**src/rtl/jellyvl_fifo_async_wr_ptr.sv**
```systemverilog
`default_nettype none
// ============================================================================
//  Module   : jellyvl_fifo_async_wr_ptr
//  Purpose  : Write-side pointer and flow-control stage of an asynchronous
//             FIFO. Everything here runs in the write clock domain. The block
//             accepts write requests, produces the RAM write address and keeps
//             a binary write pointer that moves by at most one per clock, so it
//             can feed a gray-code CDC stage toward the read domain. It also
//             takes the read pointer that has already been synchronized into
//             this domain, and derives full, almost-full, free count and a
//             sticky pointer-consistency error from it.
//  Ports    : reset       - synchronous active-high reset
//             clk         - write-domain clock
//             s_valid     - write request
//             s_ready     - a write can be accepted this cycle
//             wr_en       - RAM write enable (s_valid & s_ready)
//             wr_addr     - RAM write address (low bits of the write pointer)
//             wptr_bin    - registered binary write pointer (to gray CDC)
//             rptr_bin    - synchronized binary read pointer (from gray CDC)
//             free_count  - free words, 0..DEPTH
//             full        - no free words
//             almost_full - free_count <= ALMOST_FULL_FREE
//             ptr_error   - sticky pointer-inconsistency flag
//  Revision : 1.0 - initial release
// ============================================================================
module jellyvl_fifo_async_wr_ptr #(
    parameter int PTR_WIDTH        = 5,
    parameter int ALMOST_FULL_FREE = 2
) (
    input  logic                 reset,
    input  logic                 clk,
    input  logic                 s_valid,
    output logic                 s_ready,
    output logic                 wr_en,
    output logic [PTR_WIDTH-1:0] wr_addr,
    output logic [PTR_WIDTH:0]   wptr_bin,
    input  logic [PTR_WIDTH:0]   rptr_bin,
    output logic [PTR_WIDTH:0]   free_count,
    output logic                 full,
    output logic                 almost_full,
    output logic                 ptr_error
);

    localparam logic [PTR_WIDTH:0] c_DEPTH  = (PTR_WIDTH+1)'(1) << PTR_WIDTH;
    // almost_full out of reset: only true if the threshold covers the whole FIFO
    localparam logic               c_AF_RST = ((1 << PTR_WIDTH) <= ALMOST_FULL_FREE);

    logic [PTR_WIDTH:0] r_wptr;
    logic [PTR_WIDTH:0] r_free_count;
    logic               r_full;
    logic               r_almost_full;
    logic               r_ptr_error;

    logic               w_accept;
    logic [PTR_WIDTH:0] w_wptr_next;
    logic [PTR_WIDTH:0] w_used_next;
    logic [PTR_WIDTH:0] w_free_next;
    logic               w_overrun;

    // The synchronized read pointer is used directly in the next-state
    // occupancy; its registered copy is exactly what the free count, full and
    // almost-full flops capture, so the one-clock latency is preserved without
    // keeping a separate read-pointer register.
    always_comb begin
        w_accept    = s_valid & s_ready;
        w_wptr_next = r_wptr + {{PTR_WIDTH{1'b0}}, w_accept};
        // Modulo 2**(PTR_WIDTH+1) difference; wraps naturally with the width.
        w_used_next = w_wptr_next - rptr_bin;
        // More than DEPTH words in use means the read side is ahead of the
        // write side or went backwards: the pointers are inconsistent.
        w_overrun   = (w_used_next > c_DEPTH);
        w_free_next = c_DEPTH - w_used_next;
    end

    always_ff @(posedge clk) begin
        if (reset) begin
            r_wptr        <= '0;
            r_free_count  <= c_DEPTH;
            r_full        <= 1'b0;
            r_almost_full <= c_AF_RST;
            r_ptr_error   <= 1'b0;
        end else begin
            r_wptr <= w_wptr_next;
            if (r_ptr_error || w_overrun) begin
                // Once inconsistent, stay locked in the "full" state until reset.
                r_ptr_error   <= 1'b1;
                r_free_count  <= '0;
                r_full        <= 1'b1;
                r_almost_full <= 1'b1;
            end else begin
                r_free_count  <= w_free_next;
                r_full        <= (w_used_next == c_DEPTH);
                r_almost_full <= (32'(w_free_next) <= ALMOST_FULL_FREE);
            end
        end
    end

    assign s_ready     = ~r_full & ~r_ptr_error;
    assign wr_en       = w_accept;
    assign wptr_bin    = r_wptr;
    assign wr_addr     = r_wptr[PTR_WIDTH-1:0];
    assign free_count  = r_free_count;
    assign full        = r_full;
    assign almost_full = r_almost_full;
    assign ptr_error   = r_ptr_error;

endmodule
`default_nettype wire

```
**config.mk**
```make
export PLATFORM = sky130hd
export DESIGN_NAME = jellyvl_fifo_async_wr_ptr
export DESIGN_NICKNAME = d
export VERILOG_FILES = /design/src/rtl/jellyvl_fifo_async_wr_ptr.sv
export SDC_FILE = /design/constraint.sdc
export NUM_CORES = 1
export LEC_CHECK = 0
export BUFFER_PORTS_ARGS = -buffer_cell sky130_fd_sc_hd__buf_2
export CAP_MARGIN = 0
export CORE_MARGIN = 4
export CORE_UTILIZATION = 44
export DETAILED_ROUTE_END_ITERATION = 10
export PLACE_DENSITY_LB_ADDON = 0.12
export SLEW_MARGIN = 0
export SYNTH_ARGS = -nofsm -noshare
export SYNTH_HDL_FRONTEND = slang
export SYNTH_SLANG_ARGS = --single-unit
```
**constraint.sdc**
```tcl
create_clock -name clk -period 2.8 [get_ports clk]
set_clock_uncertainty 0.2 [all_clocks]
set_input_delay 0.14 -clock clk [delete_from_list [all_inputs] [get_ports clk]]
set_output_delay 0.14 -clock clk [all_outputs]
set_load 0.01 [all_outputs]
```
## Yosys cells after proc, flatten, opt, wreduce, memory -nomap -nowiden

Index checks and enable logic that the tools add are counted.
Widths: inputs -> output; s select.

| operators by class | value |
|---|---|
| add/sub/neg operators | 3 |
| magnitude comparators | 2 |
| equal/unequal tests | 1 |
| mux-type cells | 3 |
| bitwise operators | 4 |
| reduce and logical (&&, ||, !) cells | 2 |

Operators with widths:

| cell | number |
|---|---|
| $add 6x1->6 | 1 |
| $eq 6x6->1 const B | 1 |
| $gt 6x6->1 const B | 1 |
| $le 6x2->1 const B | 1 |
| $mux 6 | 1 |
| $sub 6x6->6 | 1 |
| $sub 6x6->6 const A | 1 |
| $and 1x1->1 | 2 |
| $mux 1 | 2 |
| $not 1->1 | 2 |
| $reduce_or 2->1 | 1 |
| $logic_or 1x1->1 | 1 |

| storage, ports and cells | value |
|---|---|
| flip-flop bits (word level) | 15 |
| input bits | 9 |
| output and inout bits | 22 |

## Depth between registers and ports, before layout

| depth | value |
|---|---|
| word-level depth | 8 |
| depth in mapped cells | 14 |

## Worst setup path after synthesis

Ideal clock, no wire load.

| timing | value |
|---|---|
| kind | flip-flop to flip-flop |
| start | reg r_ptr_error, in the netlist ptr_error |
| end | reg r_almost_full, in the netlist almost_full |
| setup time | 59 ps |
| data arrival time | 3018 ps |
| setup slack | -476 ps |
| cell stages (with the launch flop) | 12 |
| buffers on the path | 0 |
| clock period less this slack | 3276 ps |
| path through | dfxtp_1 > nor2_1 > and2_1 > ha_1 > ha_1 > fa_1 > inv_1 > ha_1 > nand2_1 > or4_4 > a221oi_2 > a22o_1 |

| between the ends | value |
|---|---|
| word-level cells in the longest chain between the ends | 8 |
| elaborated cells between the ends (all ways) | 10 |
| classes of those cells | 3 x add/sub; 2 x order compare; 1 x mux; 3 x bitwise; 1 x reduce/logical |

RTL lines:

| item | line | text |
|---|---|---|
| start, declared | 52 | `logic r_ptr_error;` |
| start signal, assigned | 81 | `r_ptr_error <= 1'b0;` |
| start signal, assigned | 86 | `r_ptr_error <= 1'b1;` |
| $not 1->1 * | 98 | `assign s_ready = ~r_full & ~r_ptr_error;` |
| $and 1x1->1 * | 98 |  |
| net s_ready | 33 | `output logic s_ready,` |
| $and 1x1->1 * | 65 | `w_accept = s_valid & s_ready;` |
| net wr_en | 34 | `output logic wr_en,` |
| $add 6x1->6 * | 66 | `w_wptr_next = r_wptr + {{PTR_WIDTH{1'b0}}, w_accept};` |
| net w_wptr_next[1] | 55 | `logic [PTR_WIDTH:0] w_wptr_next;` |
| $sub 6x6->6 * | 68 | `w_used_next = w_wptr_next - rptr_bin;` |
| $sub 6x6->6 / $gt 6x6->1 (equally long branches) | 72, 71 |  |
| $le 6x2->1 / $logic_or 1x1->1 (equally long branches) | 93, 84 |  |
| $mux 1 * | 84 | `if (r_ptr_error \|\| w_overrun) begin` |
| end signal, assigned | 80 | `r_almost_full <= c_AF_RST;` |
| end signal, assigned | 93 | `r_almost_full <= (32'(w_free_next) <= ALMOST_FULL_FREE);` |
| end, declared | 51 | `logic r_almost_full;` |

The timed path passes the listed nets; every way through them passes the cells marked *.
A chain may end at the register's enable or synchronous reset.

## Worst setup path after layout

| timing | value |
|---|---|
| start | reg r_full, in the netlist full |
| end | reg r_almost_full, in the netlist almost_full |

| between the ends | value |
|---|---|
| word-level cells in the longest chain between the ends | 8 |
| elaborated cells between the ends (all ways) | 10 |
| classes of those cells | 3 x add/sub; 2 x order compare; 1 x mux; 3 x bitwise; 1 x reduce/logical |

RTL lines:

| item | line | text |
|---|---|---|
| start, declared | 50 | `logic r_full;` |
| start signal, assigned | 92 | `r_full <= (w_used_next == c_DEPTH);` |
| $not 1->1 * | 98 |  |
| $and 1x1->1 * | 98 |  |
| $and 1x1->1 * | 65 |  |
| $add 6x1->6 * | 66 |  |
| net w_wptr_next[0] | 55 |  |
| $sub 6x6->6 * | 68 |  |
| $sub 6x6->6 / $gt 6x6->1 (equally long branches) | 72, 71 |  |
| $le 6x2->1 / $logic_or 1x1->1 (equally long branches) | 93, 84 |  |
| $mux 1 * | 84 |  |

Marked as above.

==> flow_summary.yaml <==
global_route:
  grt_pass1_vias: 855
  grt_use_total: 0.169
  grt_max_degree: 12
  antenna_found_initial: 0
  grt-ovfl-total: 0
  grt_pass1_wl_um: 3600
setup_path:
  critPathMaxFanout: 2
  r2r_start: "full"
  crit_type: "flip-flop to flip-flop"
  worst_setup_path_start_kind: "flip-flop"
  max_stage_delay_ps: 470
  cp_data_arrival_time_ps: 3010
  critical-path-top-delay-family: "adder cells"
  cp.buffers_inverters: 4
  crit_chain: "nor2_4 -> and2_4 -> ha_4 -> inv_4 -> ha_4 -> inv_2 -> fa_2 -> inv_2 -> buf_4 -> ha_4 -> nand2_4 -> or4_4 -> a221oi_2 -> a22o_1"
  endpoint_kind: "flip-flop"
  ff2ff_path_depth: 14
  cp_data_required_time_ps: 2840
  cpMaxStageDelayCell: "or4_4"
  rrSetupSlack_ps: -170
  rr_endpoint: "almost_full"
  cpMostUsedCell: "ha_4"
timing:
  slew_headroom: 0.809
  min_period_ps: 2970
  min_period_over_period: 1.06
  worst_slew_pin_slew_ps: 284
  max_freq_ghz: 0.336
  final.setup.worst_slack_ps: -175
  rsz0062_at_grt: "yes"
  setup_viol: 7
  hold_violations: 0
  maxSlewViolCount: 0
synthesis:
  synth_edf_count: 0
  synth_top_flop_cell: "dfxtp_1"
  synth_nets: 115
  synth_area_per_cell_um2: 9.58
  yosys_warnings: 0
  synth_top_area_cell: "dfxtp_1"
  async_flop_share: 0
  ys_types: 30
  synth_top_area_share: 0.327
  synth_most_common_cell: "dfxtp_1"
  syn_area_um2: 920
  synthTopCellsByCount: "dfxtp_1, inv_1, ha_1"
  synthTopCellsByArea: "dfxtp_1, ha_1, xnor2_1"
  ys_seq_elements: 15
  synth-seq-area-share: 0.327
  synthCells: 96
floorplanning:
  die_w_um: 53.7
  core_um2: 1980
  start_util: 0.464
  die_h_um: 53.7
  pin_count: 31
  die_area_um2: 2890
  rows: 16
route:
  drcViolationCount: 0
  avgRoutedWirePerCell_um: 12.8
  firstDrtPassIters: 3
  antenna_left: 0
  drt_wl_total_um: 2270
  via_per_inst: 4.82
  drtIter0Drc: 10
  num_vias: 854
placement:
  hpwl_um: 1710
  place_area_um2: 1270
  numPortBuffers: 30
  dp_worst_setup_slack_ps: -253
  gp_congestion: 0.767
clocking:
  cts_tree: "built"
  path_clk_slew_ps: 90
  insertion_delay_ps: 280
  clock-root-buffer: "clkbuf_4"
  cts_buffers: 3
  htreeDepth: 1
  cts_buffer_depth: 2
  cts.sinks: 15
power:
  p_int_w: 0.000470
  p_total_w: 0.000707
  power_switching_w: 0.000237
  p_leak_nw: 0.739
  ir_drop_mv: 0.378
  p_per_area_nw_per_um2: 479
  p_clk_frac: 0.176
  switching_share: 0.335
  p_seq_frac: 0.336
  pwr-share-comb: 0.487
layout:
  diodes: 0
  postLayoutCellArea_um2: 1480
  syn_to_final_growth_pct: 60.5
  nets: 170
  drive_above_1_share: 0.593
  nFillCells: 143
hold_path:
  min_from: "rptr_bin[0]"
  hold_end: "free_count[0]"
  hold_depth: 3
  hp-class: "input port to flip-flop"
outcome:
  violations: "setup timing"
  status: "finished with violations"
job:
  drv_cap: 0
==> worst min-delay path, cell delays in order <==
cell	delay, ps
buf_2	100
ha_4	170
nor3_1	50
==> timing repair <==
action | 4_1_cts | 5_1_grt
endpoints found under the hold margin | 7 | 0
buffers inserted | 10 | 2
hold buffers | 1 | 0
endpoints found under the setup margin | 7 | 8
pin swaps | 12 | 12
gates resized for setup | 11 | 3
==> worst max path at each step <==
| stage | startpoint | to | slack (ps) | cells after the start |
|---|---|---|---|---|
| 6_report | full | almost_full | -170 | 14 |
| 5_1_grt | full | almost_full | -280 | 14 |
| 4_1_cts | ptr_error | almost_full | -200 | 13 |
| 3_5_place_dp | full | almost_full | -250 | 12 |
| 3_3_place_gp | full | almost_full | -180 | 13 |
| 2_1_floorplan | full | almost_full | -220 | 12 |
==> state kept, by name (all words and copies together), names as in the netlist <==
| register | count |
|---|---|
| wptr_bin | 6 |
| free_count | 6 |
| full | 1 |
| ptr_error | 1 |
| almost_full | 1 |
==> layout by cell type (no fill, tap or decap), drive strengths merged, types with 4 or more instances in the layout <==
master	instances
dfxtp	15
nor2	6
buf	55
xor2	4
ha	9
xnor2	8
inv	10
nor3	5
and2	5
nand3	5
==> power by group through the flow <==
stage | Sequential (W) | Combinational (W) | Clock (W)
floorplan | 0.000252 | 0.000165 | 0
CTS | 0.000238 | 0.000325 | 0.000127
finish | 0.000238 | 0.000344 | 0.000125
global route | 0.000239 | 0.000372 | 0.000141
global placement | 0.000241 | 0.000263 | 0
detailed placement | 0.000242 | 0.000269 | 0
==> per-layer routing <==
metal | global-route usage | vias to the layer above | part of all wire
met5 | 0 | - | 0
met2 | 0.310 | 23 | 0.54
met3 | 0.0111 | 2 | 0.038
li1 | - | 429 | -
met4 | 0.0723 | 0 | 0.0071
met1 | 0.199 | 400 | 0.42
==> stage by stage <==
stage / instances / TNS (ps) / util / hold WS, ps
after floorplan: 96 / -237 / - / 119
after global placement: 161 / -689 / 0.641 / 257
after detailed placement: 161 / -1080 / 0.641 / 257
after CTS: 175 / -417 / 0.729 / 11.7
after global routing: 177 / -1400 / 0.745 / 19.7
final: 177 / -504 / 0.745 / 23.7
==> cell type report <==
class,instances,area (um^2),area share
clock buffer,3,22.5,0.0153
clock inverter,1,5.00,0.00339
inverter,10,40.0,0.0271
multi-input combinational,65,708,0.480
sequential,15,308,0.208
tap,27,33.8,0.0229
timing repair buffer,56,359,0.243
==> cell families (layout without fill, tap and decap cells) <==
family | Yosys count | in the layout | share of synthesized area
simple gates | 30 | 30 | 0.182
buf+inv | 16 | 70 | 0.0939
flops | 15 | 15 | 0.327
xor+xnor | 13 | 13 | 0.147
compound gates | 11 | 11 | 0.0952
fa+ha+maj | 10 | 10 | 0.144
mux | 1 | 1 | 0.0109
Note: power is estimated with default switching activity, not from simulation.
